$ cat src/rtl/mem_arbiter.sv
// Two-port memory arbiter: CPU data port and screen-refresh reads share one
// synchronous memory through an IDLE -> ACCESS -> RESP sequence.
module mem_arbiter #(
  parameter int unsigned MEM_BYTES = 1024,
  parameter bit          CPU_PRIO  = 1'b0
) (
  input  logic        clk,
  input  logic        reset,
  input  logic        cpu_req,
  input  logic        cpu_wen,
  input  logic [31:0] cpu_addr,
  input  logic [31:0] cpu_wdata,
  output logic        cpu_ack,
  output logic        cpu_stall,
  output logic [31:0] cpu_rdata,
  input  logic        scr_req,
  input  logic [31:0] scr_addr,
  output logic        scr_ack,
  output logic [31:0] scr_rdata,
  output logic        mem_ren,
  output logic        mem_wen,
  output logic [31:0] mem_addr,
  output logic [31:0] mem_wdata,
  input  logic [31:0] mem_rdata
);

  typedef enum logic [1:0] {IDLE, ACCESS, RESP} state_t;
  typedef enum logic {OWN_CPU, OWN_SCR} owner_t;

  state_t      state;
  owner_t      owner;
  owner_t      last_owner;
  logic        in_range;

  logic        pick_cpu;
  logic [31:0] sel_addr;
  logic        sel_wen;
  logic        sel_in_range;

  // Round-robin hands contention to whoever was not served last.
  always_comb begin
    pick_cpu     = cpu_req && (!scr_req || CPU_PRIO || (last_owner == OWN_SCR));
    sel_addr     = pick_cpu ? cpu_addr : scr_addr;
    sel_wen      = pick_cpu && cpu_wen;
    sel_in_range = (sel_addr < MEM_BYTES);
  end

  always_ff @(posedge clk) begin
    if (reset) begin
      state      <= IDLE;
      owner      <= OWN_CPU;
      last_owner <= OWN_SCR;
      in_range   <= 1'b0;
      mem_ren    <= 1'b0;
      mem_wen    <= 1'b0;
      mem_addr   <= '0;
      mem_wdata  <= '0;
      cpu_ack    <= 1'b0;
      scr_ack    <= 1'b0;
    end else begin
      cpu_ack <= 1'b0;
      scr_ack <= 1'b0;
      case (state)
        IDLE: begin
          if (cpu_req || scr_req) begin
            owner     <= pick_cpu ? OWN_CPU : OWN_SCR;
            mem_addr  <= sel_addr;
            mem_wdata <= pick_cpu ? cpu_wdata : 32'h0;
            in_range  <= sel_in_range;
            mem_ren   <= !sel_wen && sel_in_range;
            mem_wen   <= sel_wen && sel_in_range;
            state     <= ACCESS;
          end
        end
        ACCESS: begin
          mem_ren <= 1'b0;
          mem_wen <= 1'b0;
          cpu_ack <= (owner == OWN_CPU);
          scr_ack <= (owner == OWN_SCR);
          state   <= RESP;
        end
        RESP: begin
          last_owner <= owner;
          state      <= IDLE;
        end
        default: state <= IDLE;
      endcase
    end
  end

  // Memory data arrives in the ack cycle, so it is steered combinationally.
  assign cpu_rdata = (cpu_ack && in_range) ? mem_rdata : 32'h0;
  assign scr_rdata = (scr_ack && in_range) ? mem_rdata : 32'h0;
  assign cpu_stall = cpu_req && !cpu_ack;

endmodule

$ cat config.mk
export PLATFORM = sky130hd
export DESIGN_NAME = mem_arbiter
export DESIGN_NICKNAME = d
export VERILOG_FILES = /design/src/rtl/mem_arbiter.sv
export SDC_FILE = /design/constraint.sdc
export NUM_CORES = 1
export LEC_CHECK = 0
export CORE_MARGIN = 5
export CORE_UTILIZATION = 33
export CTS_CLUSTER_SIZE = 40
export DETAILED_ROUTE_END_ITERATION = 8
export PLACE_DENSITY = 0.85
export REMOVE_ABC_BUFFERS = 1
export SYNTH_ARGS = -nofsm -noshare
export SYNTH_HDL_FRONTEND = slang
export SYNTH_SLANG_ARGS = --single-unit
$ cat constraint.sdc
create_clock -name clk -period 1.8 [get_ports clk]
set_input_delay 0.27 -clock clk [delete_from_list [all_inputs] [get_ports clk]]
set_output_delay 0.27 -clock clk [all_outputs]
set_load 0.01 [all_outputs]
-- Word-level counts from Yosys, hierarchy flattened
Index checks and enable logic that the tools add are counted.
- order comparisons: 1
- equal/unequal tests: 3
- mux-type cells: 11
- bitwise logic cells: 2
- reductions and logical operators: 17
- operators by type and width (cell ; number):
    two-way mux 32 bit ; 4
    < comparator 32 x 11 -> 1 bit, second input constant ; 1
    logical AND 1 bit ; 7
    one-hot mux 1 bit (2 select lines) ; 2
    one-hot mux 2 bit (2 select lines) ; 1
    AND reduction 2 bit ; 2
    zero test 1 bit ; 3
    two-way mux 1 bit ; 3
    equality test 2 x 1 -> 1 bit, second input constant ; 1
    equality test 2 bit, second input constant ; 1
    zero test 2 bit ; 1
    logical OR 1 bit ; 2
    two-way mux 2 bit ; 1
    inequality test 2 bit, second input constant ; 1
    NOT 1 bit ; 2
    nonzero test 2 bit ; 1
    OR reduction 2 bit ; 1
- register bits: 73
- input bits: 133
- word-level logic and storage cells: 44

-- Depth between registers and ports, before layout
Gate-level depths: netlist (run 1).
- depth in word-level cells: 8
- mapped depth: 6

-- Least setup slack after synthesis (run 1)
No wires, ideal clock.
- path kind: in2reg
- start: input scr_addr[12]
- end: register mem_ren
- arrival: 1.355 ns
- slack: 0.360 ns
- cell stages on the path: 5
- buffers on the path: 0
- cell sequence: or4_4 > nor3_2 > and4_1 > o21ai_2 > o31ai_2
- longest elaborated chain between the ends: 5
- RTL lines (item ; line ; RTL):
    start, declared ; 17 ; input logic [31:0] scr_addr,
    two-way mux 32 bit ; 43 ; sel_addr = pick_cpu ? cpu_addr : scr_addr;
    < comparator 32 x 11 -> 1 bit ; 45 ; sel_in_range = (sel_addr < MEM_BYTES);
    logical AND 1 bit ; 70 ; mem_ren <= !sel_wen && sel_in_range;
    two-way mux 1 bit ; 65 ; if (cpu_req || scr_req) begin
    one-hot mux 1 bit (2 select lines) ; 63 ; case (state)
    end signal, assigned ; 70 ;
    end, declared ; 20 ; output logic mem_ren,
No other way between the ends. The select of a mux whose other input is x is not followed.
A chain may end at the register's enable or synchronous reset.

-- Worst setup path in the final report (run 1)
- start: register cpu_ack
- end: output cpu_ack
- RTL lines (item ; line ; RTL):
    start, declared ; 13 ; output logic cpu_ack,
    start signal, assigned ; 78 ; cpu_ack <= (owner == OWN_CPU);
No word-level cell between the ends.

==> flow_results.xml, run 1 <==
<?xml version="1.0" encoding="UTF-8"?>
<metrics>
  <group name="run_status">
    <metric name="run_status" unit="">complete, no violations</metric>
  </group>
  <group name="finish">
    <metric name="layout_commonest_cell" unit="">sky130_fd_sc_hd__clkdlybuf4s50_1</metric>
    <metric name="layout.nets" unit="">815</metric>
    <metric name="antenna-diode-count" unit="">0</metric>
    <metric name="num-fill-cells" unit="">837</metric>
    <metric name="layout-area-overhead-vs-synth" unit="%">88.4</metric>
    <metric name="commonest_non_fill_non_tap_cells_in_the_layout" unit="">199 x sky130_fd_sc_hd__clkdlybuf4s50_1, 74 x sky130_fd_sc_hd__nor2_1, 72 x sky130_fd_sc_hd__dfxtp_1, 68 x sky130_fd_sc_hd__nand2_1</metric>
    <metric name="finish.cell_count_without_fillers" unit="">818</metric>
    <metric name="drive_above_1_share" unit="">0.0657</metric>
    <metric name="postLayoutCoreUtil" unit="">0.643</metric>
    <metric name="sequential_cell_area" unit="µm²">1460</metric>
    <metric name="multi_input_comb_area" unit="µm²">1740</metric>
  </group>
  <group name="setup_path">
    <metric name="critical_path_required" unit="ns">1.53</metric>
    <metric name="worst_setup_path_start_kind" unit="">register</metric>
    <metric name="timing.setup.critical_path_class" unit="">reg -&gt; out</metric>
    <metric name="setup.reg_to_reg.worst_slack" unit="ns">0.33</metric>
    <metric name="critical_path_peak_fanout" unit="">34</metric>
    <metric name="critical_path.reg2reg.endpoint" unit="">mem_addr[7]$_SDFFE_PP0P_</metric>
    <metric name="reg2reg_depth" unit="">5</metric>
    <metric name="critical_path.startpoint" unit="">cpu_ack$_SDFF_PP0_</metric>
    <metric name="cp-end-kind" unit="">primary output</metric>
    <metric name="crit_arrival" unit="ns">1.42</metric>
    <metric name="worst_r2r_src" unit="">last_owner$_SDFFE_PP1N_</metric>
    <metric name="crit_end" unit="">cpu_ack</metric>
  </group>
  <group name="place">
    <metric name="numPortBuffers" unit="">265</metric>
    <metric name="dpl.hpwl" unit="µm">10700</metric>
    <metric name="place_congestion" unit="">0.915</metric>
    <metric name="placed_cells" unit="">804</metric>
  </group>
  <group name="floorplanning">
    <metric name="initial_core_util" unit="">0.341</metric>
    <metric name="die_y" unit="µm">111</metric>
    <metric name="placeableCoreArea" unit="µm²">9860</metric>
    <metric name="die_area" unit="µm²">12300</metric>
    <metric name="number_of_top_level_design_ports" unit="">266</metric>
    <metric name="std_cell_rows" unit="">36</metric>
    <metric name="fp.dieW" unit="µm">111</metric>
  </group>
  <group name="sta">
    <metric name="clock.fmax" unit="GHz">0.591</metric>
    <metric name="period_share" unit="">0.940</metric>
    <metric name="timing_hold_violations_final" unit="">0</metric>
    <metric name="setup_repair_after_global_routing_missed_its_margin" unit="">false</metric>
    <metric name="finalSetupViolCount" unit="">0</metric>
    <metric name="final_max_slew_viol_count" unit="">0</metric>
    <metric name="slew_headroom" unit="">0.710</metric>
    <metric name="post-route-min-period" unit="ns">1.69</metric>
    <metric name="worst_pin_slew" unit="ns">0.436</metric>
    <metric name="skew" unit="ns">0.00541</metric>
  </group>
  <group name="detailed_routing">
    <metric name="route.detailed.wl_per_inst" unit="µm">16.6</metric>
    <metric name="drt-total-wl" unit="µm">13600</metric>
    <metric name="dr_total_vias" unit="">4200</metric>
    <metric name="post-route-drc-count" unit="">0</metric>
    <metric name="detail_route.vias_per_cell" unit="">5.13</metric>
    <metric name="detailedRoute.firstPassIterationCount" unit="">4</metric>
    <metric name="detail_route.iter0.violations" unit="">324</metric>
    <metric name="drtAntennaViolNets" unit="">0</metric>
  </group>
  <group name="cts">
    <metric name="buffer_count_from_post_cts_setup_fixing" unit="">0</metric>
    <metric name="cts_max_level" unit="">3</metric>
    <metric name="clock_latency_late_sink" unit="ns">0.34</metric>
    <metric name="clock_pin_slew_worst_setup_and_hold_paths" unit="ns">0.07</metric>
    <metric name="clock-root-buffer" unit="">sky130_fd_sc_hd__clkbuf_8</metric>
    <metric name="clkSinkCount" unit="">73</metric>
    <metric name="clock_tree.buffer_depth" unit="">2</metric>
    <metric name="tritoncts" unit="">yes</metric>
    <metric name="cts-buffers-inserted" unit="">9</metric>
  </group>
  <group name="logic_synthesis">
    <metric name="ys_async_sr_fraction" unit="">0</metric>
    <metric name="syn-mean-instance-area" unit="µm²">7.89</metric>
    <metric name="syn-instance-count" unit="">427</metric>
    <metric name="synth_simple_gate_area_share" unit="">0.338</metric>
    <metric name="synth_xor_area_frac" unit="">0</metric>
    <metric name="synth_compound_gate_area_share" unit="">0.176</metric>
    <metric name="synth-edff-count" unit="">0</metric>
    <metric name="yosysWarnings" unit="">0</metric>
    <metric name="synth_top_flop_cell" unit="">sky130_fd_sc_hd__dfxtp_1</metric>
    <metric name="synthesis.area" unit="µm²">3370</metric>
    <metric name="area_fraction_of_the_dominant_cell_type_after_synthesis" unit="">0.434</metric>
    <metric name="synth_top_family_by_area" unit="">simple AND/OR/NAND/NOR gates</metric>
    <metric name="synth-seq-area-share" unit="">0.434</metric>
    <metric name="post_synth_fa_ha_maj_area_fraction" unit="">0</metric>
    <metric name="synth.largest_area_cell" unit="">sky130_fd_sc_hd__dfxtp_1</metric>
    <metric name="synth.area.mux_share" unit="">0</metric>
    <metric name="ys_ff_latch" unit="">73</metric>
    <metric name="yosys_cell_types" unit="">30</metric>
    <metric name="ys_top_cells_by_area" unit="">sky130_fd_sc_hd__dfxtp_1 43%, sky130_fd_sc_hd__and3_1 12%, sky130_fd_sc_hd__nor2_1 8.4%</metric>
  </group>
  <group name="pwr">
    <metric name="power.sequential.fraction" unit="">0.446</metric>
    <metric name="p_leak" unit="nW">2.95</metric>
    <metric name="switching_share" unit="">0.274</metric>
    <metric name="p_per_area" unit="nW/µm²">643</metric>
    <metric name="combPwrFrac" unit="">0.279</metric>
    <metric name="internal-power" unit="mW">2.96</metric>
    <metric name="p_switching" unit="mW">1.12</metric>
    <metric name="vdd_drop_max" unit="mV">0.453</metric>
    <metric name="share_clk_of_total_power" unit="">0.275</metric>
  </group>
  <group name="grt">
    <metric name="grtUsageTotal" unit="">0.212</metric>
    <metric name="global_route.overflow_total" unit="">0</metric>
    <metric name="grt_first_pass_wirelength" unit="µm">21400</metric>
    <metric name="first_global_vias" unit="">4155</metric>
    <metric name="grt_max_degree" unit="">65</metric>
    <metric name="grt_antenna_before_repair" unit="">0</metric>
  </group>
  <group name="min_path">
    <metric name="timing.hold.worst.class" unit="">in -&gt; reg</metric>
    <metric name="hold_depth" unit="">3</metric>
  </group>
  <group name="job">
    <metric name="max_cap_viol_count" unit="">0</metric>
  </group>
</metrics>
-- cell usage after synthesis (2+ instances only) --
cell and instances:
sky130_fd_sc_hd__a311oi_1 31, sky130_fd_sc_hd__nand2_1 68, sky130_fd_sc_hd__dfxtp_1 73, sky130_fd_sc_hd__or4_4 2, sky130_fd_sc_hd__o21ai_2 2, sky130_fd_sc_hd__nor3_2 2, sky130_fd_sc_hd__clkbuf_1 30, sky130_fd_sc_hd__and3_1 64
sky130_fd_sc_hd__a22oi_1 32, sky130_fd_sc_hd__buf_2 11, sky130_fd_sc_hd__a21oi_1 2, sky130_fd_sc_hd__o21ai_1 2, sky130_fd_sc_hd__nand3_1 2, sky130_fd_sc_hd__nor4_1 4, sky130_fd_sc_hd__nor2_1 75, sky130_fd_sc_hd__and2_1 2
sky130_fd_sc_hd__and4_1 2, sky130_fd_sc_hd__nor3_1 8, sky130_fd_sc_hd__nor2b_1 4
-- critical path: stages, from the launching register on --
cell and delay, ns:
sky130_fd_sc_hd__dfxtp_1 0.36, sky130_fd_sc_hd__buf_12 0.17, sky130_fd_sc_hd__clkdlybuf4s50_1 0.55
-- timing repair --
action | in CTS | in global routing
pin swaps | 0 | 0
hold endpoints to repair | 0 | 0
resized for setup | 65 | 1
endpoints found under the setup margin | 64 | 1
hold buffers | 0 | 0
-- per-layer routing --
layer	part of all wire	GRT usage	vias to the layer above
li1	-	-	2026
met1	0.37	0.220	1951
met2	0.52	0.390	195
met3	0.086	0.0622	28
met4	0.027	0.0949	0
met5	0	0	-
-- per-stage QoR --
step	instance area [µm²]	power [mW]	hold WS, ns	setup TNS [ns]	worst slack (ns)
4_1_cts	6340	4.12	0.416	0	0.0250
5_1_grt	6350	4.30	0.462	0	0.0317
3_3_place_gp	6260	2.96	0.462	-1.53	-0.134
2_1_floorplan	3200	2.22	0.342	-20.37	-0.422
6_report	6350	4.08	0.445	0	0.108
3_5_place_dp	6260	2.99	0.464	-2.58	-0.166
-- power groups by stage --
| stage | registers, mW | clock network, mW | logic [mW] |
|---|---|---|---|
| floorplan | 1.91 | 0 | 0.305 |
| global placement | 1.85 | 0 | 1.11 |
| detailed placement | 1.86 | 0 | 1.14 |
| CTS | 1.82 | 1.15 | 1.15 |
| global route | 1.83 | 1.24 | 1.23 |
| finish | 1.82 | 1.12 | 1.14 |
-- logic make-up (layout without fill, tap and decap cells) --
group,count (synthesis),count (layout)
AO/OA/AOI/OAI,74,74
AND/OR/NAND/NOR,237,237
flip-flops,73,73
buffers and inverters,43,301
-- worst min path at each step --
stage | start | end | slack [ns]
final | reset | state[0]$_SDFFE_PP0P_ | 0.44
after global routing | reset | state[0]$_SDFFE_PP0P_ | 0.46
after CTS | reset | state[0]$_SDFFE_PP0P_ | 0.42
after detailed placement | mem_wen$_SDFFE_PP0P_ | mem_wen$_SDFFE_PP0P_ | 0.46
after global placement | mem_wen$_SDFFE_PP0P_ | mem_wen$_SDFFE_PP0P_ | 0.46
after floorplan | reset | mem_addr[0]$_SDFFE_PP0P_ | 0.34
-- cell type report --
class	instances	area share
clock buffer	14	0.0256
inverter	1	0.000591
multi-input combinational	311	0.273
sequential	73	0.230
tap	133	0.0262
timing repair buffer	286	0.444
-- flip-flops by register name, summed over array words and instances, names as in the netlist --
name        flops
mem_addr       32
mem_wdata      32
state           2
cpu_ack         1
in_range        1
last_owner      1
mem_ren         1
mem_wen         1
owner           1
scr_ack         1
Note: power is estimated with default switching activity, not from simulation.
==> run 2: changes to the inputs <==
Settings changed: SKIP_LAST_GASP set to 1.
==> run 2 against run 1 <==
Die area unchanged. Non-clock buffer count up 5. Total power up 0.33%. Worst setup slack worse by 0.0076 ns. Count of clock-buffer cells in the layout stayed put. Sequential share of layout area is 1.0 points lower. Via count rose by 3.0%.
==> flow_results.xml, run 2 (synthesis results as in run 1) <==
<?xml version="1.0" encoding="UTF-8"?>
<metrics>
  <group name="grt">
    <metric name="grtUsageTotal" unit="">0.211</metric>
    <metric name="global_route.usage.met2" unit="">0.390</metric>
    <metric name="globalRoute.busiestLayer" unit="">met2</metric>
    <metric name="grt_antenna_before_repair" unit="">0</metric>
    <metric name="grt_max_degree" unit="">65</metric>
    <metric name="gr-usage-met3" unit="">0.0606</metric>
    <metric name="global_route.overflow_total" unit="">0</metric>
    <metric name="first_global_vias" unit="">4146</metric>
    <metric name="globalRouteMet1Util" unit="">0.220</metric>
    <metric name="grt_first_pass_wirelength" unit="µm">21400</metric>
  </group>
  <group name="pwr">
    <metric name="fin_total_pwr" unit="mW">4.09</metric>
    <metric name="p_per_area" unit="nW/µm²">611</metric>
    <metric name="vdd_drop_max" unit="mV">0.453</metric>
    <metric name="p_leak" unit="nW">3.89</metric>
  </group>
  <group name="place">
    <metric name="numPortBuffers" unit="">265</metric>
    <metric name="place_congestion" unit="">0.915</metric>
    <metric name="dpl.hpwl" unit="µm">10700</metric>
  </group>
  <group name="finish">
    <metric name="commonest_non_fill_non_tap_cells_in_the_layout" unit="">199 x sky130_fd_sc_hd__clkdlybuf4s50_1, 74 x sky130_fd_sc_hd__nor2_1, 70 x sky130_fd_sc_hd__dfxtp_1, 68 x sky130_fd_sc_hd__nand2_1, 65 x sky130_fd_sc_hd__dlymetal6s2s_1</metric>
    <metric name="layout.nets" unit="">820</metric>
    <metric name="layout-area-overhead-vs-synth" unit="%">98.7</metric>
    <metric name="largest_registers" unit="">mem_addr x32, mem_wdata x32, state x2</metric>
    <metric name="postLayoutCoreUtil" unit="">0.679</metric>
    <metric name="antenna-diode-count" unit="">0</metric>
    <metric name="drive_above_1_share" unit="">0.0754</metric>
    <metric name="layout_commonest_cell" unit="">sky130_fd_sc_hd__clkdlybuf4s50_1</metric>
  </group>
  <group name="floorplanning">
    <metric name="placeableCoreArea" unit="µm²">9860</metric>
    <metric name="number_of_top_level_design_ports" unit="">266</metric>
    <metric name="die_y" unit="µm">111</metric>
    <metric name="die_area" unit="µm²">12300</metric>
    <metric name="initial_core_util" unit="">0.341</metric>
    <metric name="fp.dieW" unit="µm">111</metric>
    <metric name="std_cell_rows" unit="">36</metric>
  </group>
  <group name="min_path">
    <metric name="hold_depth" unit="">3</metric>
    <metric name="timing.hold.worst.class" unit="">in -&gt; reg</metric>
  </group>
  <group name="sta">
    <metric name="setup_total_negative_slack" unit="ns">0</metric>
    <metric name="setup_repair_after_global_routing_missed_its_margin" unit="">false</metric>
    <metric name="post-route-min-period" unit="ns">1.70</metric>
    <metric name="worst_pin_slew" unit="ns">0.433</metric>
    <metric name="clock.fmax" unit="GHz">0.588</metric>
    <metric name="slew_headroom" unit="">0.711</metric>
    <metric name="finalSetupViolCount" unit="">0</metric>
    <metric name="period_share" unit="">0.944</metric>
    <metric name="finalHoldWorstSlack" unit="ns">0.440</metric>
    <metric name="final_max_slew_viol_count" unit="">0</metric>
    <metric name="timing_hold_violations_final" unit="">0</metric>
    <metric name="skew" unit="ns">0.00851</metric>
  </group>
  <group name="setup_path">
    <metric name="critPathSlowestCell" unit="">sky130_fd_sc_hd__clkdlybuf4s50_1</metric>
    <metric name="worst_setup_path_start_kind" unit="">register</metric>
    <metric name="setup.reg_to_reg.worst_slack" unit="ns">0.33</metric>
    <metric name="critical_path.startpoint" unit="">scr_ack$_SDFF_PP0_</metric>
    <metric name="critical_path.reg2reg.endpoint" unit="">mem_addr[7]$_SDFFE_PP0P_</metric>
    <metric name="cp-end-kind" unit="">primary output</metric>
    <metric name="crit_end" unit="">scr_ack</metric>
    <metric name="critical_path_required" unit="ns">1.53</metric>
    <metric name="critical_path_cell_by_cell" unit="">clkbuf_16 &gt; clkdlybuf4s50_1</metric>
    <metric name="crit_arrival" unit="ns">1.43</metric>
    <metric name="worst_r2r_src" unit="">last_owner$_SDFFE_PP1N_</metric>
    <metric name="reg2reg_depth" unit="">5</metric>
    <metric name="slowest_delay" unit="ns">0.54</metric>
    <metric name="timing.setup.critical_path_class" unit="">reg -&gt; out</metric>
    <metric name="critical_path_depth" unit="">2</metric>
    <metric name="path_delay_family" unit="">buffers and inverters</metric>
    <metric name="worstPathBufferInverterCount" unit="">2</metric>
    <metric name="critical_path_peak_fanout" unit="">16</metric>
  </group>
  <group name="detailed_routing">
    <metric name="route.detailed.wl_per_inst" unit="µm">18.0</metric>
    <metric name="drtAntennaViolNets" unit="">0</metric>
    <metric name="post-route-drc-count" unit="">0</metric>
    <metric name="dr_total_vias" unit="">4325</metric>
    <metric name="detailedRoute.firstPassIterationCount" unit="">5</metric>
    <metric name="detail_route.vias_per_cell" unit="">5.26</metric>
    <metric name="drt-total-wl" unit="µm">14800</metric>
    <metric name="detail_route.iter0.violations" unit="">302</metric>
  </group>
  <group name="run_status">
    <metric name="run_status" unit="">complete, no violations</metric>
  </group>
  <group name="cts">
    <metric name="tritoncts" unit="">yes</metric>
    <metric name="clock-root-buffer" unit="">sky130_fd_sc_hd__clkbuf_8</metric>
    <metric name="cts_max_level" unit="">3</metric>
    <metric name="clock_tree.buffer_depth" unit="">2</metric>
    <metric name="clock_pin_slew_worst_setup_and_hold_paths" unit="ns">0.07</metric>
    <metric name="clkSinkCount" unit="">73</metric>
    <metric name="clock_latency_late_sink" unit="ns">0.34</metric>
    <metric name="post_cts_hold_buffer_count" unit="">0</metric>
    <metric name="cts-buffers-inserted" unit="">9</metric>
  </group>
  <group name="job">
    <metric name="max_cap_viol_count" unit="">0</metric>
  </group>
</metrics>
## run 2: metrics by stage
stage          std cells  setup slack, ns  area, µm²
6_report             823            0.100       6690
5_1_grt              823           0.0489       6690
4_1_cts              818           -0.199       6420
3_5_place_dp         804           -0.166       6260
3_3_place_gp         804           -0.134       6260
2_1_floorplan        385           -0.422       3200
## run 2: report_power, final
group	switching (mW)	leakage (nW)	internal (mW)
Sequential	0.0724	0.603	1.74
Clock	0.562	0.0826	0.563
Combinational	0.492	3.20	0.658
## run 2: repair_timing
| action | in CTS | in global routing |
|---|---|---|
| endpoints found under the setup margin | 64 | 65 |
| gates resized for setup | 0 | 72 |
| cloned | 0 | 4 |
| buffers inserted | 0 | 1 |
## run 2: metal layers
layer | vias up | routed length [µm]
li1 | 2037 | -
met1 | 2031 | 5430
met2 | 225 | 7730
met3 | 32 | 1270
met4 | 0 | 395
met5 | - | 0
## run 2: how the worst min path moves through the flow
| stage | from | to |
|---|---|---|
| after global routing | reset | state[0]$_SDFFE_PP0P_ |
| after floorplan | reset | mem_addr[0]$_SDFFE_PP0P_ |
| after global placement | mem_wen$_SDFFE_PP0P_ | mem_wen$_SDFFE_PP0P_ |
| final | reset | state[0]$_SDFFE_PP0P_ |
| after CTS | reset | state[0]$_SDFFE_PP0P_ |
| after detailed placement | mem_wen$_SDFFE_PP0P_ | mem_wen$_SDFFE_PP0P_ |
## run 2: worst reg2reg max path: stages (launching register included)
cell and delay [ns]:
sky130_fd_sc_hd__dfxtp_1 0.36, sky130_fd_sc_hd__nand2b_1 0.15, sky130_fd_sc_hd__and2_1 0.26, sky130_fd_sc_hd__buf_4 0.26, sky130_fd_sc_hd__nand2_1 0.08, sky130_fd_sc_hd__a311oi_1 0.27
## run 2: cell type report
type,instances,area (µm²)
tap,133,166
sequential,73,1470
clock buffer,14,163
fill,771,3170
timing repair buffer,291,3150
inverter,1,3.75
multi-input combinational,311,1740
